### src/rtl/lfsr_rand_gen.sv
// lfsr_rand_gen: XNOR Fibonacci LFSR with a request/acknowledge rejection-sampling draw engine.
// Optional LFSR_LOCK_RECOVER_EN: all-ones loads/states are replaced by SEED and LockErr pulses.
`timescale 1ns/1ps
`default_nettype none

module lfsr_rand_gen #(
  parameter int               WIDTH     = 9,
  parameter logic [WIDTH-1:0] TAPS      = 9'h110,
  parameter logic [WIDTH-1:0] SEED      = '0,
  parameter int               OUT_W     = 2,
  parameter int               RANGE     = 4,
  parameter int               MAX_TRIES = 8
) (
  input  logic             Clock,
  input  logic             Reset,
  input  logic             En,
  input  logic             Load,
  input  logic [WIDTH-1:0] SeedIn,
  input  logic             Req,
  output logic             Ack,
  output logic [OUT_W-1:0] Value,
  output logic             Miss,
  output logic             Busy,
  output logic [WIDTH-1:0] Q,
  output logic             LockErr
);

  localparam int               TRY_W    = (MAX_TRIES > 1) ? $clog2(MAX_TRIES) : 1;
  localparam logic [TRY_W-1:0] LAST_TRY = TRY_W'(MAX_TRIES - 1);
  // One extra bit so RANGE == 2**OUT_W (accept everything) is representable.
  localparam logic [OUT_W:0]   RANGE_X  = (OUT_W + 1)'(RANGE);

  typedef enum logic [1:0] {
    S_IDLE = 2'd0,
    S_DRAW = 2'd1,
    S_DONE = 2'd2
  } state_t;

  state_t           state;
  logic [TRY_W-1:0] tries;
  logic [WIDTH-1:0] lfsr;
  logic [WIDTH-1:0] step_val;
  logic [OUT_W-1:0] cand;
  logic [OUT_W-1:0] value_r;
  logic             miss_r;
  logic             fb;
  logic             accept;
  logic             do_step;

  assign fb       = ~^(lfsr & TAPS);
  assign step_val = {lfsr[WIDTH-2:0], fb};
  assign cand     = lfsr[OUT_W-1:0];
  assign accept   = ({1'b0, cand} < RANGE_X);
  assign do_step  = (state == S_DRAW) || En;

`ifdef LFSR_LOCK_RECOVER_EN
  localparam logic [WIDTH-1:0] ALL_ONES = '1;
  logic lock_err_r;

  always_ff @(posedge Clock or posedge Reset) begin
    if (Reset) begin
      lfsr       <= SEED;
      lock_err_r <= 1'b0;
    end else begin
      lock_err_r <= 1'b0;
      if (Load) begin
        if (SeedIn == ALL_ONES) begin
          lfsr       <= SEED;
          lock_err_r <= 1'b1;
        end else begin
          lfsr <= SeedIn;
        end
      end else if (lfsr == ALL_ONES) begin
        lfsr       <= SEED;
        lock_err_r <= 1'b1;
      end else if (do_step) begin
        lfsr <= step_val;
      end
    end
  end

  assign LockErr = lock_err_r;
`else
  always_ff @(posedge Clock or posedge Reset) begin
    if (Reset) begin
      lfsr <= SEED;
    end else if (Load) begin
      lfsr <= SeedIn;
    end else if (do_step) begin
      lfsr <= step_val;
    end
  end

  assign LockErr = 1'b0;
`endif

  // Candidate is always taken from the pre-edge Q, so a same-cycle Load never affects it.
  always_ff @(posedge Clock or posedge Reset) begin
    if (Reset) begin
      state   <= S_IDLE;
      tries   <= '0;
      value_r <= '0;
      miss_r  <= 1'b0;
    end else begin
      case (state)
        S_IDLE: begin
          if (Req) begin
            state <= S_DRAW;
            tries <= '0;
          end
        end
        S_DRAW: begin
          if (accept) begin
            value_r <= cand;
            miss_r  <= 1'b0;
            state   <= S_DONE;
          end else if (tries == LAST_TRY) begin
            value_r <= '0;
            miss_r  <= 1'b1;
            state   <= S_DONE;
          end else begin
            tries <= tries + TRY_W'(1);
          end
        end
        S_DONE:  state <= S_IDLE;
        default: state <= S_IDLE;
      endcase
    end
  end

  assign Ack   = (state == S_DONE);
  assign Busy  = (state == S_DRAW);
  assign Value = value_r;
  assign Miss  = miss_r;
  assign Q     = lfsr;

endmodule

`default_nettype wire

### config.mk
export PLATFORM = sky130hd
export DESIGN_NAME = lfsr_rand_gen
export DESIGN_NICKNAME = d
export VERILOG_FILES = /design/src/rtl/lfsr_rand_gen.sv
export SDC_FILE = /design/constraint.sdc
export NUM_CORES = 1
export LEC_CHECK = 0
export CORE_MARGIN = 2
export CORE_UTILIZATION = 40
export CTS_CLUSTER_SIZE = 14
export DETAILED_ROUTE_END_ITERATION = 6
export PLACE_DENSITY = 0.81
export SLEW_MARGIN = 10
export SYNTH_ARGS = -nofsm -noshare
export SYNTH_HDL_FRONTEND = slang
export SYNTH_SLANG_ARGS = --single-unit
### constraint.sdc
create_clock -name Clock -period 4.1 [get_ports Clock]
set_clock_uncertainty 0.15 [all_clocks]
set_input_delay 0.615 -clock Clock [delete_from_list [all_inputs] [get_ports Clock]]
set_output_delay 0.615 -clock Clock [all_outputs]
set_load 0.05 [all_outputs]
==> impl_results.md <==
- Run status: completed
- Number of pins exceeding their max-slew limit in the final report: 0
- Post-detailed-placement cell area: ~920 sq um
- Placement-stage worst setup slack: 1465 ps
- Post-detail-place hpwl: 881.1 um
- Post-route DRC: 0
- Required @ worst endpoint: 3340 ps
- Clock tree from TritonCTS: done
- Post-route setup slack: approximately 1700 ps
- Number of clock buffers inserted by TritonCTS: 3
- Reported max-cap violation count: 0
- Setup Crit Path Kind: reg -> out
- Routed wire length per instance: between 10 and 15 um
- Initial antenna violation count: 0
- RSZ-0062 raised after global routing: no
- H-tree levels: 1
- Number of gates resized after cts: 0
- Final-report setup violation count: 0
- Post-DRT Antenna Nets: 0
- Proportion of layout cells with a drive suffix above 1: 0.3151
- Number of clock sinks: 13
- Global-route met3 utilization: 0.06800
- Combinational group share of total power: 0.494
- Initial Utilization: 0.4343
- Total core area: between 0.0015 and 0.002 sq mm
- Worst hold path type: reg -> reg
- Met1 usage: 0.1684
- Clock latency on the worst-skew pair: ~270 ps
- Boundary pin count: 29
- Fraction of power spent switching nets: 0.4044
- Total Nets Final: 88
- IO Port Bufs: 26
- Vias in the first global route: 428
- Post-route core utilization: 0.6161
- Cts hold-fix bufs: 0
- Synth-to-layout area growth: 41.87%
- Critical Path Start Type: register
- Final weighted congestion of routability-driven global placement: between 0.6 and 0.7
- First-pass GRT wire length: ~1900 um
- Count of antenna diodes in the layout: 0
- Initial detailed-routing violation count: 3
- First-pass iteration count of the detailed router: 2
- Sequential-to-total area share from yosys stat: 0.4860
- Met2 global-route usage: 0.2261
- Ratio of final minimum period to clock period: 0.5943
- Data arrival time of the critical path: between 1500 and 2000 ps
- Leakage component of the power: roughly 0.43 nW
- P per Cell Area: 534.5 mW/mm^2
- Slew at the pin closest to its max-slew limit: 562.0 ps
- Pin count of the biggest net entering global routing: 14
- Die ar.: between 0.002 and 0.0025 sq mm
- Crit path max fanout: 4
- Fill cell count: ~140
- Part of the power in registers: 0.356
- Routing layer with the top usage in global route: met2
- Timing-limited maximum frequency: 0.4104 GHz
- Final hold viol count: 0
- Synthesis warning total: 0
- Peak supply drop: slightly above 300 uV
- Chip Height: between 40 and 50 um
- Summed area of non-filler cells in the final layout: 949.7 sq um
- Total gr overflow: 0
- Type of element capturing the critical path: output port
- Post-Synthesis Cell Area: 669.4 sq um
- Aggregate global-route resource usage: 0.1450
- Synthesized instance count: 46
- Power dissipated by switching net loads: between 0.0002 and 0.00025 W
- Row count: 14
- Routed vias/inst: around 5
- Post-CTS Repair Setup Buffers: 0
- Relative contribution of the clock network to total power: 0.151
- Width of the die: about 45 um
- Average footprint of a synthesized cell: approximately 15 sq um
- Number of different library cells in the post-synthesis netlist: 16
- Total negative slack for setup checks: 0 ps
- Total via count in the routed design: about 440
- Max-slew headroom: 0.6253
- Minimum clock period: ~2400 ps
- Internal Dissipation: ~0.00030 W
- Number of synthesized register bits: 13
- CTS root buffer: clkbuf_4
- Sum of routed wire length over all layers: between 1000 and 1500 um
- Number of buffers on the longest clock path: 2
- Clock transition at the register clock pins on the worst setup and hold paths after CTS: 70 ps
## critical path, stage by stage, from the launching register on
cell             delay (ps)
dfrtp_1                 420
nor2b_4                 160
clkdlybuf4s50_1         810
## metal layers
metal  wire length [um]  up-vias
met5                  0        -
met4                 19        0
met3                101        2
met2                555       22
met1                498      209
li1                   -      210
## worst paths after layout
kind | slack (ps) | from | cells after the start | end
max | 1660 | state[1]$_DFFE_PP0P_ | 2 | Busy
min | 320 | state[0]$_DFFE_PP0P_ | 1 | state[0]$_DFFE_PP0P_
max reg2reg | 2330 | state[0]$_DFFE_PP0P_ | 3 | Q[2]$_DFFE_PP0P_
min reg2reg | 320 | state[0]$_DFFE_PP0P_ | 1 | state[0]$_DFFE_PP0P_
max in group asynchronous | 2970 | Reset | 2 | Value[0]$_DFFE_PP0P_
min in group asynchronous | 510 | Reset | 2 | Q[1]$_DFFE_PP0P_
## layout make-up
| cell class | instances | area (sq um) | area share |
|---|---|---|---|
| Sequential cell | 13 | 325.3 | 0.3426 |
| Multi-Input combinational cell | 29 | 314.1 | 0.3307 |
| Timing Repair Buffer | 26 | 260.3 | 0.2740 |
| Clock buffer | 4 | 26.28 | 0.02767 |
| Tap cell | 16 | 20.02 | 0.02108 |
| Inverter | 1 | 3.754 | 0.003953 |
## stage by stage
stage | total power, W | hold WS (ps) | cells
after CTS | 0.0005149 | 332.8 | 89
final | 0.0005076 | 324.0 | 89
after global routing | 0.0005348 | 361.7 | 89
after global placement | 0.0004325 | 314.9 | 85
after detailed placement | 0.0004355 | 323.5 | 85
after floorplan | 0.0003557 | 296.8 | 47
## state kept, by name (all words and copies together), names as in the netlist
signal,cells
Q,9
state,2
Value,2
## cells by family (layout without fill, tap and decap cells)
kind of cell | Yosys count | in the layout | share of synthesized area
XOR/XNOR | 1 | 1 | 0.01309
multiplexers | 19 | 19 | 0.3701
flip-flops | 13 | 13 | 0.4860
buffers and inverters | 5 | 31 | 0.05045
AND/OR/NAND/NOR | 6 | 6 | 0.06730
other | 1 | 2 | 0.005602
AO/OA/AOI/OAI | 1 | 1 | 0.007469
## power groups by stage
stage | Combinational, W | Clock, W | Sequential (W)
after floorplan | 0.0000794 | 0 | 0.000276
after global placement | 0.000250 | 0 | 0.000182
after detailed placement | 0.000252 | 0 | 0.000183
after CTS | 0.000253 | 0.0000812 | 0.000181
after global routing | 0.000262 | 0.0000891 | 0.000184
final | 0.000251 | 0.0000765 | 0.000181
## placed cells by master, fill, tap and decap left out, drive strengths merged, types with 2 or more instances in the layout
cell type,synthesis,routed
clkbuf,1,4
clkdlybuf4s50,0,26
conb,1,2
dfrtp,13,13
mux2,19,19
nor2b,2,2
## synthesized netlist by cell type
cell type  number  area [sq um]
o21ai_0         1         5.000
nor3b_1         1         7.510
mux2_2         10         112.6
xor2_1          1         8.760
nand2_1         1         3.750
dfrtp_1        13         325.3
nor2b_1         1         6.260
mux2_4          9         135.1
buf_6           1         11.26
buf_4           2         15.01
nor2b_4         1         13.76
clkbuf_1        1         3.750
inv_1           1         3.750
or3_1           1         6.260
and2b_1         1         7.510
conb_1          1         3.750
Power figures use the tool's default switching activity.
